<file path="config.mk">
export PLATFORM = sky130hd
export DESIGN_NAME = min_max_tracker_flat
export DESIGN_NICKNAME = d
export VERILOG_FILES = /design/src/rtl/min_max_tracker_pkg.sv /design/src/rtl/min_max_tracker_if.sv /design/src/rtl/min_max_tracker_cmp_flags.sv /design/src/rtl/min_max_tracker.sv /design/src/flat_wrapper.sv
export SDC_FILE = /design/constraint.sdc
export NUM_CORES = 1
export LEC_CHECK = 0
export ABC_CLOCK_PERIOD_IN_PS = 3650
export CORE_UTILIZATION = 50
export CTS_CLUSTER_SIZE = 10
export DETAILED_ROUTE_END_ITERATION = 10
export PLACE_DENSITY_LB_ADDON = 0.05
export SLEW_MARGIN = 25
export SYNTH_ARGS = -nofsm -noshare
export SYNTH_HDL_FRONTEND = slang
export SYNTH_SLANG_ARGS = --single-unit
</file>
<file path="constraint.sdc">
create_clock -name clk -period 3.65 [get_ports clk]
set_input_delay 0.73 -clock clk [delete_from_list [all_inputs] [get_ports clk]]
set_output_delay 0.73 -clock clk [all_outputs]
set_load 0.01 [all_outputs]
</file>
<file path="src/rtl/min_max_tracker_pkg.sv">
`default_nettype none
// ----------------------------------------------------------------
// mmt_pkg : shared types, defaults and helpers for min_max_tracker
// Revision 1.0
// ----------------------------------------------------------------
package mmt_pkg;

  localparam int WIDTH_DEFAULT = 4;
  localparam int CNT_W_DEFAULT = 4;

  typedef enum logic [1:0] {
    EMPTY = 2'd0,
    ACCUM = 2'd1,
    DONE  = 2'd2
  } state_e;

  // Returns {blocked, next}: next is cnt+1 unless cnt already equals max_v.
  function automatic logic [32:0] sat_inc(input logic [31:0] cnt, input logic [31:0] max_v);
    if (cnt == max_v) return {1'b1, cnt};
    return {1'b0, cnt + 32'd1};
  endfunction

endpackage
`default_nettype wire

</file>
<file path="src/rtl/min_max_tracker_if.sv">
`default_nettype none
// ----------------------------------------------------------------
// min_max_tracker_if : sample-in and result-out handshakes
// Revision 1.0
// ----------------------------------------------------------------
interface min_max_tracker_if
  import mmt_pkg::*;
#(
  parameter int WIDTH = WIDTH_DEFAULT,
  parameter int CNT_W = CNT_W_DEFAULT
);
  logic             in_valid;
  logic             in_ready;
  logic [WIDTH-1:0] in_data;
  logic             in_last;
  logic             out_valid;
  logic             out_ready;
  logic [WIDTH-1:0] min_out;
  logic [WIDTH-1:0] max_out;
  logic [CNT_W-1:0] count_out;
  logic             cnt_sat;

  modport master (
    output in_valid, in_data, in_last, out_ready,
    input  in_ready, out_valid, min_out, max_out, count_out, cnt_sat
  );

  modport slave (
    input  in_valid, in_data, in_last, out_ready,
    output in_ready, out_valid, min_out, max_out, count_out, cnt_sat
  );
endinterface
`default_nettype wire

</file>
<file path="src/rtl/min_max_tracker_cmp_flags.sv">
`default_nettype none
// ----------------------------------------------------------------
// cmp_flags : signed less/eq/greater built like the ALU comparator
// Revision 1.0
// ----------------------------------------------------------------
module cmp_flags
  import mmt_pkg::*;
#(
  parameter int WIDTH = WIDTH_DEFAULT
) (
  input  logic [WIDTH-1:0] a_i,
  input  logic [WIDTH-1:0] b_i,
  output logic             less_o,
  output logic             eq_o,
  output logic             greater_o
);
  logic [WIDTH-1:0] w_nb;
  logic [WIDTH-1:0] w_xor;
  logic             w_carry;

  assign w_nb  = ~b_i;
  assign w_xor = a_i ^ b_i;

  // Carry chain of a + ~b + 1; only the carry-out is needed.
  always_comb begin
    w_carry = 1'b1;
    for (int k = 0; k < WIDTH; k++) begin
      w_carry = (a_i[k] & w_nb[k]) | (w_carry & (a_i[k] ^ w_nb[k]));
    end
  end

  assign eq_o      = (w_xor == '0);
  assign less_o    = (a_i[WIDTH-1] != b_i[WIDTH-1]) ? a_i[WIDTH-1] : ~w_carry;
  assign greater_o = ~(less_o | eq_o);
endmodule
`default_nettype wire

</file>
<file path="src/rtl/min_max_tracker.sv">
`default_nettype none
// ----------------------------------------------------------------
// min_max_tracker : streaming signed min/max/count over one frame
// Revision 1.0
// ----------------------------------------------------------------
module min_max_tracker
  import mmt_pkg::*;
#(
  parameter int WIDTH = WIDTH_DEFAULT,
  parameter int CNT_W = CNT_W_DEFAULT
) (
  input  logic               clk,
  input  logic               rst_n,
  min_max_tracker_if.slave   bus
);
  state_e           state_q, state_d;
  logic [WIDTH-1:0] min_q, min_d;
  logic [WIDTH-1:0] max_q, max_d;
  logic [CNT_W-1:0] cnt_q, cnt_d;
  logic             sat_q, sat_d;

  logic             w_in_ready;
  logic             w_out_valid;
  logic             w_accept;
  logic             w_min_less, w_min_eq, w_min_gt;
  logic             w_max_less, w_max_eq, w_max_gt;
  logic [32:0]      w_inc;
  logic             w_unused;

  cmp_flags #(.WIDTH(WIDTH)) u_cmp_min (
    .a_i(bus.in_data), .b_i(min_q),
    .less_o(w_min_less), .eq_o(w_min_eq), .greater_o(w_min_gt)
  );

  cmp_flags #(.WIDTH(WIDTH)) u_cmp_max (
    .a_i(bus.in_data), .b_i(max_q),
    .less_o(w_max_less), .eq_o(w_max_eq), .greater_o(w_max_gt)
  );

  assign w_inc    = sat_inc(32'(cnt_q), 32'((64'd1 << CNT_W) - 64'd1));
  assign w_unused = ^{w_inc[31:CNT_W], w_min_eq, w_min_gt, w_max_eq, w_max_less};
  assign w_accept = bus.in_valid & w_in_ready;

  always_ff @(posedge clk or negedge rst_n) begin
    if (!rst_n) begin
      state_q <= EMPTY;
      min_q   <= '0;
      max_q   <= '0;
      cnt_q   <= '0;
      sat_q   <= 1'b0;
    end else begin
      state_q <= state_d;
      min_q   <= min_d;
      max_q   <= max_d;
      cnt_q   <= cnt_d;
      sat_q   <= sat_d;
    end
  end

  always_comb begin
    state_d = state_q;
    case (state_q)
      EMPTY:   if (w_accept) state_d = bus.in_last ? DONE : ACCUM;
      ACCUM:   if (w_accept && bus.in_last) state_d = DONE;
      DONE:    if (bus.out_ready) state_d = EMPTY;
      default: state_d = EMPTY;
    endcase
  end

  // in_ready is gated by rst_n so it reads 0 throughout reset.
  always_comb begin
    w_in_ready  = rst_n & (state_q != DONE);
    w_out_valid = (state_q == DONE);
  end

  always_comb begin
    min_d = min_q;
    max_d = max_q;
    cnt_d = cnt_q;
    sat_d = sat_q;
    if (w_accept && state_q == EMPTY) begin
      min_d = bus.in_data;
      max_d = bus.in_data;
      cnt_d = CNT_W'(1);
      sat_d = 1'b0;
    end else if (w_accept && state_q == ACCUM) begin
      if (w_min_less) min_d = bus.in_data;
      if (w_max_gt)   max_d = bus.in_data;
      cnt_d = w_inc[CNT_W-1:0];
      sat_d = sat_q | w_inc[32];
    end else if (w_out_valid && bus.out_ready) begin
      cnt_d = '0;
      sat_d = 1'b0;
    end
  end

  assign bus.in_ready  = w_in_ready;
  assign bus.out_valid = w_out_valid;
  assign bus.min_out   = min_q;
  assign bus.max_out   = max_q;
  assign bus.count_out = cnt_q;
  assign bus.cnt_sat   = sat_q;
endmodule
`default_nettype wire

</file>
<file path="src/flat_wrapper.sv">
// flat-port wrapper written by rule: the top's interface ports become plain ports
module min_max_tracker_flat import mmt_pkg::*;
#(
  parameter int WIDTH = WIDTH_DEFAULT,
  parameter int CNT_W = CNT_W_DEFAULT
)
  (clk, rst_n, bus_in_valid, bus_in_data, bus_in_last, bus_out_ready, bus_in_ready, bus_out_valid, bus_min_out, bus_max_out, bus_count_out, bus_cnt_sat);
  min_max_tracker_if #(.WIDTH(WIDTH), .CNT_W(CNT_W)) bus_i ();
  input  logic clk;
  input  logic rst_n;
  input wire logic [$bits(bus_i.in_valid)-1:0] bus_in_valid;
  input wire logic [$bits(bus_i.in_data)-1:0] bus_in_data;
  input wire logic [$bits(bus_i.in_last)-1:0] bus_in_last;
  input wire logic [$bits(bus_i.out_ready)-1:0] bus_out_ready;
  output wire logic [$bits(bus_i.in_ready)-1:0] bus_in_ready;
  output wire logic [$bits(bus_i.out_valid)-1:0] bus_out_valid;
  output wire logic [$bits(bus_i.min_out)-1:0] bus_min_out;
  output wire logic [$bits(bus_i.max_out)-1:0] bus_max_out;
  output wire logic [$bits(bus_i.count_out)-1:0] bus_count_out;
  output wire logic [$bits(bus_i.cnt_sat)-1:0] bus_cnt_sat;
  assign bus_i.in_valid = bus_in_valid;
  assign bus_i.in_data = bus_in_data;
  assign bus_i.in_last = bus_in_last;
  assign bus_i.out_ready = bus_out_ready;
  assign bus_in_ready = bus_i.in_ready;
  assign bus_out_valid = bus_i.out_valid;
  assign bus_min_out = bus_i.min_out;
  assign bus_max_out = bus_i.max_out;
  assign bus_count_out = bus_i.count_out;
  assign bus_cnt_sat = bus_i.cnt_sat;
  min_max_tracker #(.WIDTH(WIDTH), .CNT_W(CNT_W)) u_core (.clk(clk), .rst_n(rst_n), .bus(bus_i));
endmodule
</file>
==> impl_summary.md <==
Clock tree
In this run the deepest clock path goes through 2 buffers. The number of sinks on the clock net is 15. In this run the post-CTS setup repair buffer count came out at 0. The root cell of the clock tree is clkbuf_4.

TritonCTS created 3 clock buffers. Clock-pin slew was measured on the worst setup and hold paths at 0.09 ns. The later pin in the worst-skew pair is clocked with a latency of 0.28 ns.

The clock tree from TritonCTS is built. Hold repair after CTS inserted 0 buffers. Post-CTS repair changed the size of 0 cells.

The number of H-tree levels is 1.

STA
Setup repair after global routing left no endpoint under its margin. The aggregate negative setup slack is 0 ns. The number of hold-slack violations in the final timing report is 0. After layout, the minimum clock period comes to approximately 2.6 ns. Of the available clock period, the critical path in the final layout requires 0.722. The minimum hold slack is 0.502 ns.

Across the routed clock network, the largest skew measured is 0.00191 ns. For the pin with the worst max-slew slack, the measured transition is between 0.5 and 0.6 ns. The worst slew slack as a fraction of its limit is 0.613. The maximum clock frequency is 380 MHz. The number of failing setup endpoints in the final timing report is 0. The number of max-slew violations in the final report is 0.

Power
The fraction of power spent switching nets is 0.395. The proportion of power drawn by the clock network is 0.127. VDD sags by at most between 0.2 and 0.3 mV. The share of total power dissipated in sequential elements is 0.362. The cell internal power dissipation is about 460 uW. Summed over all nets, the switching power comes to 299 uW.

Of the total power, combinational logic draws 0.512. The total power divided by cell area is roughly 600 mW/mm^2. The leakage power is 0.586 nW.

Global route
The global-route congestion overflow total is 0. The first global-routing pass estimated ~3.7 mm of wire. For this run, the total global-route usage over all layers was measured as 0.243. The largest net degree at the start of global routing is 20. The via count of the first global-routing pass is 886. The initial antenna violation count came to 0.

Critical path
The required time at the worst-slack endpoint is around 3 ns. The critical path endpoint category is an output port. The critical path is of the in -> out type. The signal on the critical path passes through clkdlybuf4s50_1 > and2_1 > clkdlybuf4s50_1. The largest stage delay on the critical path is between 0.5 and 0.6 ns. Among all stages on the critical path, the largest delay is contributed by clkdlybuf4s50_1. In this design, the largest share of critical-path delay is due to buffers and inverters.

The arrival time at the worst endpoint is roughly 1.9 ns. The largest fanout on the critical path is 2. The number of buffers and inverters on the critical path is 2. The critical path's most frequent cell is clkdlybuf4s50_1.

The worst setup path is launched from an input port.

Synthesis
Of the post-synthesis cell area, the part taken by muxes is 0.0735. For this run, the register share of the synthesized area comes to 0.374. Counting every instance in the synthesized netlist gives 110. Counting flops with a built-in enable in the synthesized netlist gives 0. The complex-gate fraction of the synthesized area is 0.169. After synthesis the cells add up to approximately 0.001 mm^2. Of all flip-flops after synthesis, the portion carrying an async set or reset was 1.00. In this run, synthesis produced a sequential element count of 15. The count of unique library cells instantiated by Yosys is 33. Dividing the synthesized area by the synthesized cell count gives 9.13 um^2. The fraction of the mapped netlist area in simple logic gates is 0.225.

The xor/xnor share of the synthesized area is 0. The net count after synthesis is 127. The cell taking the most area after synthesis is dfrtp_1. The adder-cell area share of the yosys netlist is 0.0996. The dominant combinational cell family by area after synthesis is simple AND/OR/NAND/NOR gates. For this run, the number of Yosys warnings is 0. The most frequently used flop master after synthesis is dfrtp_1.

Of the post-synthesis cell area, the dominant cell type holds 0.374. By area the synthesized netlist is led by dfrtp_1, ha_1, nand3_1.

Placed design
The final weighted congestion in routability-driven placement is ~0.76. The wire-length estimate of the detail-placed layout is between 1.5 and 2 mm. The port buffer count is 23.

Final layout
The number of antenna diodes in the final layout is 0. Leaving out fill and tap cells, the most frequent cells in the layout are clkdlybuf4s50_1, dfrtp_1, inv_1, nand2_1, nand3_1. The multi-input gate area in the final layout is roughly 570 um^2. The area taken by flip-flops and latches is about 380 um^2. The library cell used most frequently in the layout, excluding fill and tap cells, is clkdlybuf4s50_1.

The fill cell total of the finished layout is between 150 and 200. The area growth from synthesis to layout is 29.1%. After the last flow step, the layout net total stands at between 150 and 200.

The fraction of layout cells with a size suffix above 1 is 0.0662.

Detailed routing
The met3 routed wirelength is 110 um. The number of nets still failing antenna checks after routing is 0. Dividing the detail-routed wire length by the instance count gives 14.1 um. Before antenna repair, the detailed router went through 4 iterations.

The detailed router finished its first iteration with 17 violations. The total number of vias is 942. After detailed routing, the total wire length is between 2 and 2.5 mm. Detailed routing placed a total of between 1 and 1.5 mm of wire on met2.

The detailed router put a total of between 1 and 1.5 mm of wire on met1. The post-detailed-route via-to-cell ratio is between 5 and 6. The uppermost signal routing layer after detailed routing is met4.

The number of design rule violations left after detail routing is 0.

Min path
The type of the most critical hold path is reg -> reg.

Run
The tool flagged a number of max-cap violations equal to 0.

Floorplan
The floorplan step set the die height to ~47 um. 24 I/O pins were placed. The effective utilization at floorplan is 0.558.

The floorplan has 15 rows. The core area is 0.00180 mm^2. The die is approximately 47 um wide. The area of the die is between 0.002 and 0.0025 mm^2.

Status
The flow ran to the end, and the final reports show no timing, DRC or antenna violations.
[power groups by stage]
stage                     logic [mW]  registers [mW]  clock network, mW
after floorplan                0.201           0.283                  0
after global placement         0.372           0.274                  0
after detailed placement       0.383           0.277                  0
after CTS                      0.386           0.274             0.0992
after global routing           0.428           0.284              0.107
final                          0.388           0.274             0.0960
[kinds of logic after synthesis]
| kind of cell | Yosys count |
|---|---|
| compound gates | 24 |
| fa+ha+maj | 8 |
| buf+inv | 15 |
| flops | 15 |
| mux | 7 |
| simple gates | 41 |
[synthesized netlist by cell type (all sizes together) (2+ instances only)]
| cell | n |
|---|---|
| dfrtp | 15 |
| inv | 11 |
| nand2 | 11 |
| nand3 | 9 |
| ha | 8 |
| nand4 | 5 |
| o21ai | 5 |
| a211o | 4 |
| a21oi | 4 |
| a31oi | 4 |
| mux2i | 4 |
| nand2b | 4 |
| mux2 | 3 |
| and2 | 2 |
| buf | 2 |
| clkbuf | 2 |
| o211ai | 2 |
| or4 | 2 |
[routing by layer]
metal | track usage | vias up
li1 | - | 455
met1 | 0.284 | 451
met2 | 0.414 | 30
met3 | 0.0462 | 6
met4 | 0.143 | 0
met5 | 0 | -
[through the flow]
step / area [um^2] / utilization / setup slack [ns] / cells / total power [mW]
2_1_floorplan: 1000 / - / 1.52 / 110 / 0.484
3_3_place_gp: 1270 / 0.706 / 0.959 / 157 / 0.645
3_5_place_dp: 1270 / 0.706 / 0.904 / 157 / 0.661
4_1_cts: 1300 / 0.720 / 1.02 / 161 / 0.759
5_1_grt: 1300 / 0.720 / 0.910 / 161 / 0.819
6_report: 1300 / 0.720 / 1.02 / 161 / 0.758
[final timing paths]
check	startpoint	slack, ns	cells past startpoint	to
setup / recovery	rst_n	1.02	3	bus_in_ready
hold / removal	u_core.state_q[1]	0.50	1	u_core.state_q[0]
setup reg to reg	u_core.bus.min_out[3]	1.74	6	u_core.bus.min_out[1]
hold reg to reg	u_core.state_q[1]	0.50	1	u_core.state_q[0]
max in group asynchronous	rst_n	2.61	2	u_core.bus.max_out[0]
min in group asynchronous	rst_n	0.85	2	u_core.bus.min_out[2]
[flip-flops by register name, indices dropped and copies added, names as in the netlist]
name / flops
u_core.bus.cnt_sat: 1
u_core.state_q: 2
u_core.bus.max_out: 4
u_core.bus.min_out: 4
u_core.bus.count_out: 4
[layout make-up]
type	instances	area share
multi-input combinational	80	0.440
sequential	15	0.289
timing repair buffer	26	0.195
inverter	11	0.0318
tap	25	0.0241
clock buffer	4	0.0203
Power figures use the tool's default switching activity.
==> edit 1, RTL diff (config.mk and constraints unchanged) <==
The 3 states of `state_e` get a one-hot encoding in 3 bits.
--- a/src/rtl/min_max_tracker_pkg.sv
+++ b/src/rtl/min_max_tracker_pkg.sv
@@ -10,6 +10,6 @@
 
-  typedef enum logic [1:0] {
-    EMPTY = 2'd0,
-    ACCUM = 2'd1,
-    DONE  = 2'd2
+  typedef enum logic [2:0] {
+    EMPTY = 3'b001,
+    ACCUM = 3'b010,
+    DONE  = 3'b100
   } state_e;
Check against the original RTL: same outputs for any inputs over 10 cycles, from zero or initial values and one cycle with rst_n low; not proved beyond that.
==> edit 1 against the original RTL <==
- cell count shrank 11%
- first-iteration DRC count fell by 65%
- sequential cell count is 1 higher
- area after synthesis decreased by 1.9%
- hold slack worse by 0.025 ns
- routed wire length is 16% lower
- via count shrank 16%
- total power is 20% lower
- worst setup slack improved by 0.029 ns
- cell area is 0.48% lower
- non-clock buffer count down 2
- critical path type unchanged
==> edit 1: results (changes against the original RTL) <==
Min path
  – Worst Hold Class: reg -> reg (unchanged)

Clock tree
  – Clock buffer depth: 2 (unchanged)
  – Post-CTS setup repair buffer count: 0 (unchanged)
  – Root buffer selected by CTS: sky130_fd_sc_hd__clkbuf_4 (unchanged)
  – Clock-pin transition on the worst setup and hold timing paths: 0.09 ns (about the same)
  – Number of buffers added by the clock tree synthesis step: 3 (unchanged)
  – Latest clock arrival within the worst-skew pair: 0.29 ns
  – H-tree Lvls: 1 (unchanged)
  – Post-cts resize count: 0 (unchanged)

Worst setup path
  – Signal arrival time at the worst endpoint: 1.87 ns (was 1.90 ns)
  – Highest net fanout along the worst path: 2 (unchanged)

GRT
  – Grt ovf: 0 (unchanged)
  – Largest net degree at the start of global routing: 20 (unchanged)
  – Total global-route track usage: 0.216 (was 0.243)
  – Initial antenna violation count: 0 (unchanged)
  – Via count of the first global-routing pass: 744 (was 886)
  – First-pass GRT wire length: 3120 um (was 3730 um)

STA
  – Worst Clk Skew: 0.00559 ns (was 0.00191 ns)
  – Worst slew margin relative to its limit: 0.768 (was 0.613)

Placement
  – Routability-driven placement congestion ratio: 0.817 (was 0.756)
  – Count of input and output buffers: 23 (unchanged)
  – HPWL after DPL: 1500 um (was 1620 um)

Route
  – Total length of routed met2 wires: 963 um (was 1110 um)
  – Detailed router's first-iteration violation count: 6 (was 17)
  – Metal1 wirelength: 828 um (was 1000 um)
  – Highest metal used: met4 (unchanged)
  – DRT Pass-1 Iters: 4 (unchanged)
  – Length of routed met3 wiring: 74 um (was 110 um)
  – Via count: 793 (was 942)
  – Post-Route WL: 1910 um (was 2270 um)

Final layout
  – # fillers: 128 (was 163)
  – Number of diodes: 0 (unchanged)
  – Fraction of layout instances using a drive strength above 1: 0.193 (was 0.0662)
  – Total number of nets in the final design: 137 (was 154)

Synth
  – Compound-cell area share of the yosys netlist: 0.161 (was 0.169)
  – Share of synthesized area spent on multiplexers: 0.107 (was 0.0735)
  – Number of nets in the synthesized netlist: 108 (was 127)
  – Ys async rst share: 1.00 (unchanged)
  – Part of the Yosys area used for sequential elements: 0.407 (was 0.374)
  – Number of distinct standard cells referenced by the synthesized netlist: 34 (was 33)
  – Xor/xnor share of the synthesized area: 0 (unchanged)
  – Number of warnings printed during yosys synthesis: 0 (unchanged)
  – Commonest cells post-synth: sky130_fd_sc_hd__dfrtp_1, sky130_fd_sc_hd__ha_1, sky130_fd_sc_hd__inv_1 (was sky130_fd_sc_hd__dfrtp_1, sky130_fd_sc_hd__inv_1, sky130_fd_sc_hd__nand2_1)
  – Top post-synthesis cells by area: sky130_fd_sc_hd__dfrtp_1, sky130_fd_sc_hd__ha_1, sky130_fd_sc_hd__mux2_4 (was sky130_fd_sc_hd__dfrtp_1, sky130_fd_sc_hd__ha_1, sky130_fd_sc_hd__nand3_1)
  – Adder-cell share of the synthesized area: 0.102 (was 0.0996)

Power and ir drop
  – Leakage power: 0.546 nW (was 0.586 nW)
  – Worst supply voltage drop on vdd: 0.000366 V (was 0.000291 V)

Run status
  – Run status: finished clean (unchanged)
[edit 1: changes by cell type in the layout (fill, tap and decap cells not counted), sizes merged, moves of 2 or more]
| cell | delta |
|---|---|
| inv | -4 |
| nor2 | +3 |
| o211ai | -2 |
| mux2i | -4 |
| buf | -2 |
| nand3 | -6 |
| mux2 | +5 |
| or4 | -2 |
| nor2b | +5 |
| o21ai | +3 |
| nand4 | -4 |
| a211o | -3 |
| nand2 | -5 |
[edit 1: final timing paths]
| path | startpoint | end | slack (ns) | cells after the start |
|---|---|---|---|---|
| max | rst_n | bus_in_ready | 1.05 | 3 |
| min | u_core.state_q[2]$_DFFE_PN0P_ | u_core.state_q[1]$_DFFE_PN0P_ | 0.48 | 1 |
| max reg2reg | u_core.bus.min_out[3]$_DFFE_PN0P_ | u_core.bus.min_out[1]$_DFFE_PN0P_ | 1.66 | 7 |
| min reg2reg | u_core.state_q[2]$_DFFE_PN0P_ | u_core.state_q[1]$_DFFE_PN0P_ | 0.48 | 1 |
| max in group asynchronous | rst_n | u_core.state_q[0]$_DFFE_PN1P_ | 2.61 | 2 |
| min in group asynchronous | rst_n | u_core.bus.max_out[1]$_DFFE_PN0P_ | 0.78 | 2 |
[edit 1: cell families after synthesis]
family	count (synthesis)
multiplexers	8
AO/OA/AOI/OAI	21
flip-flops	16
adder cells (fa/ha/maj)	8
AND/OR/NAND/NOR	31
buffers and inverters	7
[edit 1: critical path, cell delays in order]
cell and delay, ns:
sky130_fd_sc_hd__clkdlybuf4s50_1 0.47, sky130_fd_sc_hd__nor2b_1 0.13, sky130_fd_sc_hd__clkdlybuf4s50_1 0.54
[edit 1: metrics by stage]
stage | setup WS (ns) | std cells | area, sq um | power, W
detailed placement | 0.802 | 140 | 1250 | 0.000490
floorplan | 1.47 | 91 | 986 | 0.000381
global route | 0.989 | 144 | 1290 | 0.000647
finish | 1.05 | 144 | 1290 | 0.000603
global placement | 0.886 | 140 | 1250 | 0.000481
CTS | 1.03 | 144 | 1290 | 0.000611
[edit 1: power breakdown]
part           switching [W]  total [W]  internal [W]
registers          0.0000321   0.000246      0.000213
logic              0.0000980   0.000239      0.000141
clock network      0.0000581   0.000119     0.0000609
[edit 1: layout make-up]
class / count / share of cell area
Multi-Input combinational cell: 68 / 0.432
Sequential cell: 16 / 0.311
Timing Repair Buffer: 24 / 0.184
Clock buffer: 4 / 0.0281
Tap cell: 25 / 0.0242
Inverter: 7 / 0.0203
[edit 1: layer usage]
metal  GRT usage  vias up
li1            -      384
met1       0.246      384
met2       0.375       19
met3      0.0471        6
met4       0.106        0
met5           0        -
==> edit 2, RTL diff (same settings) <==
Without the edit above. `WIDTH_DEFAULT`: 4 -> 3.
--- a/src/rtl/min_max_tracker_pkg.sv
+++ b/src/rtl/min_max_tracker_pkg.sv
@@ -7,3 +7,3 @@
 
-  localparam int WIDTH_DEFAULT = 4;
+  localparam int WIDTH_DEFAULT = 3;
   localparam int CNT_W_DEFAULT = 4;
Ports: changed (resized bus_in_data, bus_max_out and bus_min_out); port bits go from 24 to 21. The function was not compared with the original's and may differ.
==> edit 2 against the original RTL <==
- routed wire length is 34% lower
- sequential cell count is 2 lower
- sequential power fell by 20%
- total power is 27% lower
- global-route usage is 2.3 points lower
- largest power group unchanged
- largest cell class unchanged
- worst setup slack worse by 0.026 ns
- critical path depth did not move
- cell area fell by 23%
- area after synthesis is 25% lower
- cell count shrank 30%
- sequential share of layout area is 3.5 points higher
- count of clock-buffer cells in the layout is the same
==> edit 2: results (changes against the original RTL) <==
STA
  – PnR worst setup slack: 0.990 ns (was 1.02 ns)
  – Worst slew margin relative to its limit: 0.698 (was 0.613)
  – Worst Hold Margin: 0.481 ns (was 0.502 ns)
  – Worst Clk Skew: 0.00154 ns (was 0.00191 ns)

Power and ir drop
  – Sequential cell fraction of total power: 0.397 (was 0.362)
  – Total Power Consumption: 0.000555 W (was 0.000758 W)
  – Psw: 0.000193 W (was 0.000299 W)
  – Leakage power: 0.474 nW (was 0.586 nW)
  – Worst supply voltage drop on vdd: 0.000447 V (was 0.000291 V)
  – Combinational cell power: 0.000246 W (was 0.000388 W)

Synth
  – Gate count of the mapped netlist: 74 (was 110)
  – Number of nets in the synthesized netlist: 88 (was 127)
  – Number of distinct standard cells referenced by the synthesized netlist: 23 (was 33)
  – Part of the Yosys area used for sequential elements: 0.430 (was 0.374)

Placement
  – Place WS: 1.01 ns (was 0.904 ns)
  – Total placed instance area: 977 sq um (was 1270 sq um)
  – HPWL after DPL: 1130 um (was 1620 um)
  – Count of input and output buffers: 20 (was 23)

Run status
  – Run status: finished clean (unchanged)

GRT
  – First-pass GRT wire length: 2260 um (was 3730 um)
  – Largest net degree at the start of global routing: 17 (was 20)
  – Via count of the first global-routing pass: 514 (was 886)
  – Initial antenna violation count: 0 (unchanged)

Min path
  – Min-delay src: u_core.state_q[1]$_DFFE_PN0P_ (unchanged)
  – Number of cells on the worst hold path: 1 (unchanged)

Worst setup path
  – Worst-case register-to-register setup slack: 1.87 ns (was 1.74 ns)
  – Signal arrival time at the worst endpoint: 1.93 ns (was 1.90 ns)
  – Reg-to-reg endpoint: u_core.bus.max_out[1]$_DFFE_PN0P_ (was u_core.bus.min_out[1]$_DFFE_PN0P_)

Final layout
  – Fraction of layout instances using a drive strength above 1: 0.0714 (was 0.0662)
  – Post-layout instance count excluding filler cells: 113 (was 161)
  – Final Instance Area: 1000 sq um (was 1300 sq um)

Route
  – Detailed router's first-iteration violation count: 8 (was 17)
  – Via count: 639 (was 942)
## edit 2: layer usage
metal	routed length, um	vias up	GRT usage
li1	-	318	-
met1	759	299	0.279
met2	655	20	0.316
met3	64	2	0.0815
met4	12	0	0.125
met5	0	-	0
## edit 2: cells by family (layout without fill, tap and decap cells)
| family | count (synthesis) | after routing | synth area share |
|---|---|---|---|
| AO/OA/AOI/OAI | 20 | 20 | 0.200 |
| adder cells (fa/ha/maj) | 6 | 6 | 0.0993 |
| buffers and inverters | 10 | 34 | 0.0513 |
| flip-flops | 13 | 13 | 0.430 |
| multiplexers | 7 | 7 | 0.0993 |
| AND/OR/NAND/NOR | 18 | 18 | 0.119 |
## edit 2: final cells by class
class	instances	area share
clock buffers	4	0.0262
inverters	9	0.0337
multi-input cells	51	0.390
flip-flops and latches	13	0.324
well taps	15	0.0187
repair buffers	21	0.207
